<file path="src/rtl/display_pkg.sv">
// ============================================================================
// Module : display_pkg
// Brief  : Scan-state encoding, digit width, and segment constants shared by
//          the display scan controller. Macro: SEG_HEX_DECODE_EN.
// Rev    : 1.0
// ============================================================================
`default_nettype none

package display_pkg;

  typedef enum logic [1:0] {
    ST_LOAD  = 2'd0,
    ST_BLANK = 2'd1,
    ST_DRIVE = 2'd2
  } scan_state_t;

`ifdef SEG_HEX_DECODE_EN
  localparam int DIGIT_W = 4;
`else
  localparam int DIGIT_W = 7;
`endif

  localparam logic [6:0] SEG_OFF = 7'h7F;

  // Active-low {g,f,e,d,c,b,a} patterns for hex 0..F
  localparam logic [6:0] HEX_SEG_TABLE [0:15] = '{
    7'h40, 7'h79, 7'h24, 7'h30, 7'h19, 7'h12, 7'h02, 7'h78,
    7'h00, 7'h10, 7'h08, 7'h03, 7'h46, 7'h21, 7'h06, 7'h0E
  };

endpackage

`default_nettype wire

</file>
<file path="src/rtl/hex_to_sseg.sv">
// ============================================================================
// Module : hex_to_sseg
// Brief  : Combinational 4-bit hex to active-low seven-segment decoder.
//          Only present when SEG_HEX_DECODE_EN is defined.
// Rev    : 1.0
// ============================================================================
`default_nettype none

`ifdef SEG_HEX_DECODE_EN
module hex_to_sseg
  import display_pkg::*;
(
  input  logic [3:0] hex,
  output logic [6:0] seg
);

  assign seg = HEX_SEG_TABLE[hex];

endmodule
`endif

`default_nettype wire

</file>
<file path="src/rtl/display_scan_controller.sv">
// ============================================================================
// Module : display_scan_controller
// Brief  : Multiplexes NUM_DIGITS seven-segment digits with anode blanking,
//          per-frame snapshot and blink. Macro: SEG_HEX_DECODE_EN.
// Rev    : 1.0
// ============================================================================
`default_nettype none

module display_scan_controller
  import display_pkg::*;
#(
  parameter int NUM_DIGITS   = 4,
  parameter int BLANK_CYCLES = 16
)
(
  input  logic                          clk,
  input  logic                          reset,
  input  logic                          tick_refresh,
  input  logic                          tick_blink,
  input  logic [NUM_DIGITS*DIGIT_W-1:0] digits,
  input  logic [NUM_DIGITS-1:0]         dp_in,
  input  logic [NUM_DIGITS-1:0]         blink_mask,
  output logic [NUM_DIGITS-1:0]         an,
  output logic [6:0]                    seg,
  output logic                          dp,
  output logic                          frame_start
);

  localparam int IDX_W = (NUM_DIGITS > 1) ? $clog2(NUM_DIGITS) : 1;
  localparam int CNT_W = (BLANK_CYCLES > 0) ? $clog2(BLANK_CYCLES + 1) : 1;
  localparam logic [IDX_W-1:0] LAST_IDX = IDX_W'(NUM_DIGITS - 1);
  localparam logic [CNT_W-1:0] LAST_CNT = CNT_W'((BLANK_CYCLES > 0) ? BLANK_CYCLES - 1 : 0);

  scan_state_t                   r_state;
  logic [IDX_W-1:0]              r_idx;
  logic [CNT_W-1:0]              r_blank_cnt;
  logic                          r_blink_phase;
  logic [NUM_DIGITS*DIGIT_W-1:0] r_snap_digits;
  logic [NUM_DIGITS-1:0]         r_snap_dp;
  logic [NUM_DIGITS-1:0]         r_snap_mask;

  logic [DIGIT_W-1:0]            w_cur_raw;
  logic [6:0]                    w_cur_seg;
  logic [NUM_DIGITS-1:0]         w_an_sel;

  assign w_cur_raw = r_snap_digits[r_idx*DIGIT_W +: DIGIT_W];
  assign w_an_sel  = ~(NUM_DIGITS'(1) << r_idx);

`ifdef SEG_HEX_DECODE_EN
  hex_to_sseg u_hex_to_sseg (
    .hex (w_cur_raw),
    .seg (w_cur_seg)
  );
`else
  assign w_cur_seg = w_cur_raw;
`endif

  // Outputs are registered from the current state, so pins lag the FSM by one cycle.
  always_ff @(posedge clk) begin
    if (reset) begin
      r_state       <= ST_LOAD;
      r_idx         <= '0;
      r_blank_cnt   <= '0;
      r_blink_phase <= 1'b0;
      r_snap_digits <= '0;
      r_snap_dp     <= '0;
      r_snap_mask   <= '0;
      an            <= '1;
      seg           <= SEG_OFF;
      dp            <= 1'b1;
      frame_start   <= 1'b0;
    end else begin
      if (tick_blink) r_blink_phase <= ~r_blink_phase;
      an          <= '1;
      seg         <= SEG_OFF;
      dp          <= 1'b1;
      frame_start <= 1'b0;
      case (r_state)
        ST_LOAD: begin
          r_snap_digits <= digits;
          r_snap_dp     <= dp_in;
          r_snap_mask   <= blink_mask;
          frame_start   <= 1'b1;
          r_idx         <= '0;
          r_blank_cnt   <= '0;
          r_state       <= (BLANK_CYCLES == 0) ? ST_DRIVE : ST_BLANK;
        end
        ST_BLANK: begin
          if (r_blank_cnt == LAST_CNT) r_state <= ST_DRIVE;
          else                         r_blank_cnt <= r_blank_cnt + 1'b1;
        end
        ST_DRIVE: begin
          if (!(r_snap_mask[r_idx] && r_blink_phase)) begin
            an  <= w_an_sel;
            seg <= w_cur_seg;
            dp  <= ~r_snap_dp[r_idx];
          end
          if (tick_refresh) begin
            if (r_idx == LAST_IDX) begin
              r_state <= ST_LOAD;
            end else begin
              r_idx       <= r_idx + 1'b1;
              r_blank_cnt <= '0;
              r_state     <= (BLANK_CYCLES == 0) ? ST_DRIVE : ST_BLANK;
            end
          end
        end
        default: r_state <= ST_LOAD;
      endcase
    end
  end

endmodule

`default_nettype wire
</file>
<file path="config.mk">
export PLATFORM = sky130hd
export DESIGN_NAME = display_scan_controller
export DESIGN_NICKNAME = d
export VERILOG_FILES = /design/src/rtl/display_pkg.sv /design/src/rtl/hex_to_sseg.sv /design/src/rtl/display_scan_controller.sv
export SDC_FILE = /design/constraint.sdc
export NUM_CORES = 1
export LEC_CHECK = 0
export ABC_AREA = 0
export BUFFER_PORTS_ARGS = -buffer_cell sky130_fd_sc_hd__buf_2
export CAP_MARGIN = 20
export CORE_UTILIZATION = 57
export CTS_CLUSTER_SIZE = 10
export DETAILED_ROUTE_END_ITERATION = 10
export PLACE_DENSITY = 0.91
export REMOVE_ABC_BUFFERS = 1
export SLEW_MARGIN = 40
export SYNTH_ARGS = -nofsm -noshare
export SYNTH_HDL_FRONTEND = slang
export SYNTH_SLANG_ARGS = --single-unit
</file>
<file path="constraint.sdc">
create_clock -name clk -period 3.2 [get_ports clk]
set_input_delay 0.16 -clock clk [delete_from_list [all_inputs] [get_ports clk]]
set_output_delay 0.16 -clock clk [all_outputs]
set_load 0.01 [all_outputs]
</file>
==> qor.csv, run 1 <==
stage;metric;value;unit
run_status;status;finished, final reports clean;
clocking;cts-resized-gates;0;
placed_design;dpl.cell_count;344;
final_layout;multi_input_area;1050;µm²
power_and_ir_drop;leakage;1.10;nW
final_layout;n_fill_cell;295;
grt;antenna_found_initial;0;
power_and_ir_drop;seqPwrFrac;53.2;%
power_and_ir_drop;finalPower;1.47;mW
power_and_ir_drop;internal_power;1.13;mW
worst_setup_path;path_cells;ha_1 > and3_1 > ha_1 > a21oi_1 > nor2_2 > or3_1 > a21oi_1;
drt;drc_errors;0;
final_layout;drive_gt1_share;26.3;%
drt;drt-total-wl;4580;µm
clocking;tritoncts;built;
final_layout;syn_to_final_growth;18.1;%
sta;rsz0062_at_grt;no;
grt;grt_pass1_wl;7840;µm
floorplan;die_w;65.9;µm
placed_design;place.gp.congestion;0.793;
worst_setup_path;path_max_fanout;8;
grt;grt_pass1_vias;1922;
drt;first_pass_iters;4;
power_and_ir_drop;cellPowerDensity;535;nW/µm²
sta;hold_viol;0;
power_and_ir_drop;swShare;22.9;%
sta;finalSetupTns;0;ns
synth;ys_seq_area_share;50.8;%
synth;syn_inst;259;
clocking;numCtsBuffers;9;
floorplan;ioPinCount;53;
sta;setup_viol;0;
synth;synth.avg_cell_area;8.99;µm²
grt;grt_start_max_net_pins;45;
final_layout;nets;353;
sta;whs;0.0614;ns
worst_setup_path;start_kind;flip-flop;
sta;setup_slack;1.33;ns
floorplan;initial_core_util;61.3;%
placed_design;numPortBuffers;52;
flow_run;drv_cap;0;
sta;fin_worst_skew;0.00960;ns
sta;fmax;534;MHz
synth;synth_seq_cells;59;
power_and_ir_drop;clkPwrFrac;40.1;%
final_layout;instances_no_fill;360;
drt;wl_per_cell;12.7;µm
floorplan;dieArea;4340;µm²
sta;tightest_slew;0.774;ns
sta;relSlewSlack;48.4;%
worst_setup_path;path_class;flip-flop to flip-flop;
clocking;cts.sinks;59;
placed_design;dp_slack;1.39;ns
clocking;htree_levels;3;
floorplan;fp.dieH;65.9;µm
clocking;clockBufferDepth;2;
drt;drt_iter0_markers;78;
worst_setup_path;end_kind;flip-flop;
drt;vias;1916;
final_layout;layout_common_cells;nand2_1, dfxtp_1, buf_2, a21oi_1, clkbuf_8;
worst_setup_path;slowest_stage;or3_1;
synth;syn_area;2330;µm²
final_layout;diodes;0;
placed_design;placed_cell_area;2570;µm²
worst_setup_path;cp.arrival;2.14;ns
final_layout;final_cell_area;2750;µm²
grt;track_usage;24.5;%
clocking;hold_buffers;0;
synth;synth_cell_types;28;
final_layout;final_core_util;72.3;%
drt;ant_nets;0;
final_layout;seqCellArea;1180;µm²
sta;final.min_clock_period;1.87;ns
power_and_ir_drop;p_sw;0.336;mW
sta;drv_slew;0;
worst_setup_path;cpPeakStageDelay;0.35;ns
power_and_ir_drop;p_comb_share;6.7;%
clocking;worst_setup_hold_path_clk_slew;0.06;ns
drt;via_per_inst;5.32;
worst_setup_path;required;3.46;ns
synth;synth_warnings;0;
final_layout;final_common_cell;nand2_1;
grt;overflow;0;
power_and_ir_drop;peakVddDrop;0.397;mV
placed_design;place_hpwl;3030;µm
clocking;post-cts-setup-buffer-count;0;
floorplan;rows;22;
clocking;cts-root-buf;clkbuf_8;
worst_hold_path;min_path_type;input pin to flip-flop;
clocking;clkLatencyLatePin;0.33;ns
sta;finalCritPeriodShare;58.6;%
floorplan;coreArea;3800;µm²
## final cells by class
class / instances / share of cell area (%)
sequential: 59 / 43.0
multi-input combinational: 180 / 38.1
timing repair buffer: 54 / 10.0
clock buffer: 14 / 5.92
tap: 48 / 2.19
inverter: 3 / 0.410
clock inverter: 2 / 0.364
## cells by family after synthesis
group	Yosys count	share of synthesized area (%)
AO/OA/AOI/OAI	49	10.9
XOR/XNOR	2	0.753
adder cells (fa/ha/maj)	6	3.23
buffers and inverters	20	4.25
flip-flops	59	50.8
multiplexers	10	8.60
AND/OR/NAND/NOR	113	21.6
## path summary, 6_finish.rpt
kind                     from           endpoint  slack (ns)  cells past startpoint
max            r_blank_cnt[0]     r_blank_cnt[3]        1.33                      7
min                digits[18]  r_snap_digits[18]        0.06                      3
max reg2reg    r_blank_cnt[0]     r_blank_cnt[3]        1.33                      7
min reg2reg  r_snap_digits[5]   r_snap_digits[5]        0.45                      2
## routing by layer
layer | GRT usage, % | up-vias | wire (µm)
met5 | 0 | - | 0
met4 | 14.1 | 0 | 81
met3 | 5.34 | 9 | 267
met2 | 43.8 | 65 | 2370
met1 | 26.2 | 884 | 1850
li1 | - | 958 | -
## worst max-delay path, delay by kind of cell (launching register included)
kind	cells	cell delay, ns
DFF	1	0.33
and+or+nand+nor	3	0.67
AOI/OAI and AO/OA	2	0.37
adders and majority gates	2	0.43
## registers in the layout, summed over array words and instances, names as in the netlist
register and count:
r_snap_digits 28, seg 7, r_blank_cnt 5, an 4
r_snap_dp 4, r_snap_mask 4, r_idx 2, r_state 2
dp 1, frame_start 1, r_blink_phase 1
## Yosys cell counts
| cell | count | area share [%] |
|---|---|---|
| dfxtp_1 | 59 | 51 |
| buf_4 | 1 | 0.32 |
| and3_1 | 1 | 0.27 |
| nand4b_1 | 1 | 0.38 |
| nand3_1 | 3 | 0.64 |
| inv_1 | 3 | 0.48 |
| mux4_2 | 8 | 7.7 |
| nor3b_1 | 1 | 0.32 |
| nor2_1 | 6 | 0.97 |
| buf_2 | 10 | 2.2 |
| o221a_2 | 1 | 0.48 |
| nor2_2 | 2 | 0.54 |
| a31oi_1 | 1 | 0.27 |
| a21oi_1 | 43 | 9.2 |
| mux2i_1 | 2 | 0.86 |
| xor2_1 | 1 | 0.38 |
| nand2b_1 | 9 | 2.4 |
| o21ai_0 | 4 | 0.86 |
| ha_1 | 6 | 3.2 |
| nand3b_1 | 1 | 0.32 |
| or3_1 | 1 | 0.27 |
| clkbuf_1 | 5 | 0.81 |
| or4b_1 | 1 | 0.43 |
| or2_2 | 3 | 0.81 |
| buf_6 | 1 | 0.48 |
| xnor2_1 | 1 | 0.38 |
| nand2_1 | 83 | 13 |
| nor3b_4 | 1 | 0.81 |
## power by group through the flow
| stage | sequential, mW | clock [mW] | combinational [mW] |
|---|---|---|---|
| 3_5_place_dp | 0.797 | 0 | 0.0987 |
| 5_1_grt | 0.784 | 0.638 | 0.112 |
| 6_report | 0.781 | 0.589 | 0.0983 |
| 3_3_place_gp | 0.795 | 0 | 0.0947 |
| 4_1_cts | 0.781 | 0.600 | 0.0994 |
| 2_1_floorplan | 0.792 | 0 | 0.0541 |
Power figures use the tool's default switching activity.
==> inputs of run 2 (changes only) <==
--- a/config.mk
+++ b/config.mk
@@ -8,10 +8,10 @@
 export ABC_AREA = 0
 export BUFFER_PORTS_ARGS = -buffer_cell sky130_fd_sc_hd__buf_2
 export CAP_MARGIN = 20
-export CORE_UTILIZATION = 57
+export CORE_UTILIZATION = 53
 export CTS_CLUSTER_SIZE = 10
 export DETAILED_ROUTE_END_ITERATION = 10
-export PLACE_DENSITY = 0.91
+export PLACE_DENSITY = 0.86
 export REMOVE_ABC_BUFFERS = 1
 export SLEW_MARGIN = 40
 export SYNTH_ARGS = -nofsm -noshare
==> constraint.sdc (replaced) <==
create_clock -name clk -period 1.75 [get_ports clk]
set_input_delay 0.0875 -clock clk [delete_from_list [all_inputs] [get_ports clk]]
set_output_delay 0.0875 -clock clk [all_outputs]
set_load 0.01 [all_outputs]
==> run 2 against run 1 <==
The flow now finishes with violations (negative hold slack). Clock power is 90% higher. Sequential share of layout area decreased by 5.3 points. Fmax increased by 12%. Cell count increased by 11%. Critical path depth unchanged. Critical path type unchanged. Worst setup slack worse by 1.2 ns. Worst hold slack worse by 0.073 ns. Utilization increased by 3.8 points. Combinational power grew to 2.5 times the previous value. Register-to-register slack worse by 1.2 ns.
==> qor.csv, run 2 (synthesis results as in run 1) <==
stage;metric;value;unit
final_layout;reg_top3;r_snap_digits: 28 flops, seg: 7 flops, r_blank_cnt: 5 flops;
final_layout;layout_common_cells;nand2_1, dfxtp_1, buf_2, a21oi_1, dlygate4sd3_1;
final_layout;instances_no_fill;398;
clocking;worst_setup_hold_path_clk_slew;0.06;ns
sta;hold_viol;1;
final_layout;syn_to_final_growth;34.7;%
final_layout;largest_reg_flops;28;
floorplan;initial_core_util;56.6;%
drt;drt-total-wl;5370;µm
placed_design;place_hpwl;3000;µm
worst_setup_path;cpMostUsedCell;a21oi_2;
power_and_ir_drop;p_sw;0.643;mW
worst_setup_path;slowest_stage;or3_1;
worst_hold_path;min_path_type;input pin to flip-flop;
sta;rsz0062_at_grt;no;
sta;tightest_slew;0.447;ns
clocking;cts.sinks;59;
sta;drv_slew;0;
drt;first_pass_iters;4;
final_layout;drive_gt1_share;26.4;%
floorplan;fp.dieH;68.3;µm
sta;fin_worst_skew;0.00616;ns
drt;ant_nets;0;
placed_design;place.gp.congestion;0.772;
clocking;tritoncts;built;
placed_design;placed_cell_area;2640;µm²
clocking;clockBufferDepth;2;
sta;finalSetupTns;0;ns
run_status;status;complete, but fails checks;
floorplan;dieArea;4660;µm²
drt;vias;2095;
sta;whs;-0.0116;ns
power_and_ir_drop;finalPower;2.80;mW
flow_run;drv_cap;0;
power_and_ir_drop;leakage;1.27;nW
final_layout;final_cell_area;3130;µm²
power_and_ir_drop;swShare;23.0;%
sta;fmax;599;MHz
power_and_ir_drop;clkPwrFrac;39.9;%
grt;overflow;0;
worst_setup_path;required;2.02;ns
placed_design;numPortBuffers;52;
final_layout;final_common_cell;nand2_1;
clocking;clkLatencyLatePin;0.34;ns
drt;drt_iter0_markers;133;
grt;antenna_found_initial;0;
grt;grt_pass1_wl;8990;µm
grt;grt_start_max_net_pins;44;
placed_design;dpl.cell_count;352;
sta;setup_slack;0.0807;ns
sta;relSlewSlack;70.1;%
drt;via_per_inst;5.26;
worst_setup_path;cpPeakStageDelay;0.36;ns
power_and_ir_drop;peakVddDrop;0.602;mV
power_and_ir_drop;cellPowerDensity;892;nW/µm²
worst_setup_path;end_kind;flip-flop;
placed_design;dp_slack;-0.00722;ns
grt;track_usage;27.3;%
clocking;numCtsBuffers;9;
worst_setup_path;path_class;flip-flop to flip-flop;
power_and_ir_drop;seqPwrFrac;51.1;%
drt;drc_errors;0;
worst_setup_path;timing.reg2reg.setup_slack;0.08;ns
final_layout;n_fill_cell;275;
final_layout;nets;390;
power_and_ir_drop;internal_power;2.15;mW
worst_setup_path;start_kind;flip-flop;
final_layout;largest_register;r_snap_digits;
power_and_ir_drop;p_comb_share;8.9;%
floorplan;coreArea;4120;µm²
worst_setup_path;path_max_fanout;5;
run_status;violations;negative hold slack;
final_layout;final_core_util;76.2;%
worst_setup_path;worst-path-buf-inv;0;
worst_setup_path;path_cells;ha_1 > and3_1 > ha_2 > a21oi_2 > nor2_2 > or3_1 > a21oi_2;
sta;setup_viol;0;
worst_setup_path;cp.arrival;1.94;ns
grt;grt_pass1_vias;2001;
worst_setup_path;crit_family;simple AND/OR/NAND/NOR gates;
floorplan;ioPinCount;53;
sta;finalCritPeriodShare;95.4;%
floorplan;rows;23;
clocking;cts-root-buf;clkbuf_8;
sta;final.min_clock_period;1.67;ns
floorplan;die_w;68.3;µm
drt;wl_per_cell;13.5;µm
final_layout;diodes;0;
clocking;post-cts-setup-buffer-count;0;
clocking;htree_levels;3;
[run 2: cell count changes in the layout (fill, tap and decap cells not counted), sizes merged]
cell / before / now
dlygate4sd3: 0 / 31
buf: 54 / 60
clkbuf: 14 / 13
[run 2: layer usage]
| metal | part of all wire, % | up-vias | GRT usage, % |
|---|---|---|---|
| met4 | 2.5 | 0 | 12.8 |
| li1 | - | 1030 | - |
| met1 | 42 | 966 | 30.6 |
| met2 | 51 | 85 | 47.2 |
| met5 | 0 | - | 0 |
| met3 | 4.5 | 14 | 8.00 |
[run 2: power groups by stage]
stage                     clock network, mW  registers, mW  logic [mW]
after floorplan                           0           1.45      0.0989
after detailed placement                  0           1.46       0.188
after global routing                   1.21           1.43       0.277
after CTS                              1.14           1.43       0.243
after global placement                    0           1.45       0.184
final                                  1.12           1.43       0.250
[run 2: worst paths after layout]
| path | start | end | depth (start not counted) |
|---|---|---|---|
| setup / recovery | r_blank_cnt[0] | r_blank_cnt[3] | 7 |
| hold / removal | digits[0] | r_snap_digits[0] | 3 |
| setup reg to reg | r_blank_cnt[0] | r_blank_cnt[3] | 7 |
| hold reg to reg | r_snap_digits[19] | r_snap_digits[19] | 2 |
[run 2: worst register-to-register path: stages, from the launching register on]
cell and delay [ns]:
dfxtp_1 0.31, ha_1 0.22, and3_1 0.19, ha_2 0.19, a21oi_2 0.15, nor2_2 0.07
or3_1 0.36, a21oi_2 0.11
[run 2: layout make-up]
cell class	instances	area (µm²)	area share, %
repair buffers	91	643	20.5
clock inverters	2	10.0	0.319
inverters	3	11.3	0.359
multi-input cells	180	1060	33.7
well taps	50	62.6	2.00
clock buffers	13	169	5.39
flip-flops and latches	59	1180	37.7
[run 2: what timing repair did]
| action | in CTS | in global routing |
|---|---|---|
| hold buffers | 30 | 1 |
| endpoints found under the setup margin | 1 | 2 |
| gates cloned | 0 | 0 |
| gates resized for setup | 1 | 3 |
| endpoints found under the hold margin | 30 | 1 |
| pin swaps | 0 | 2 |
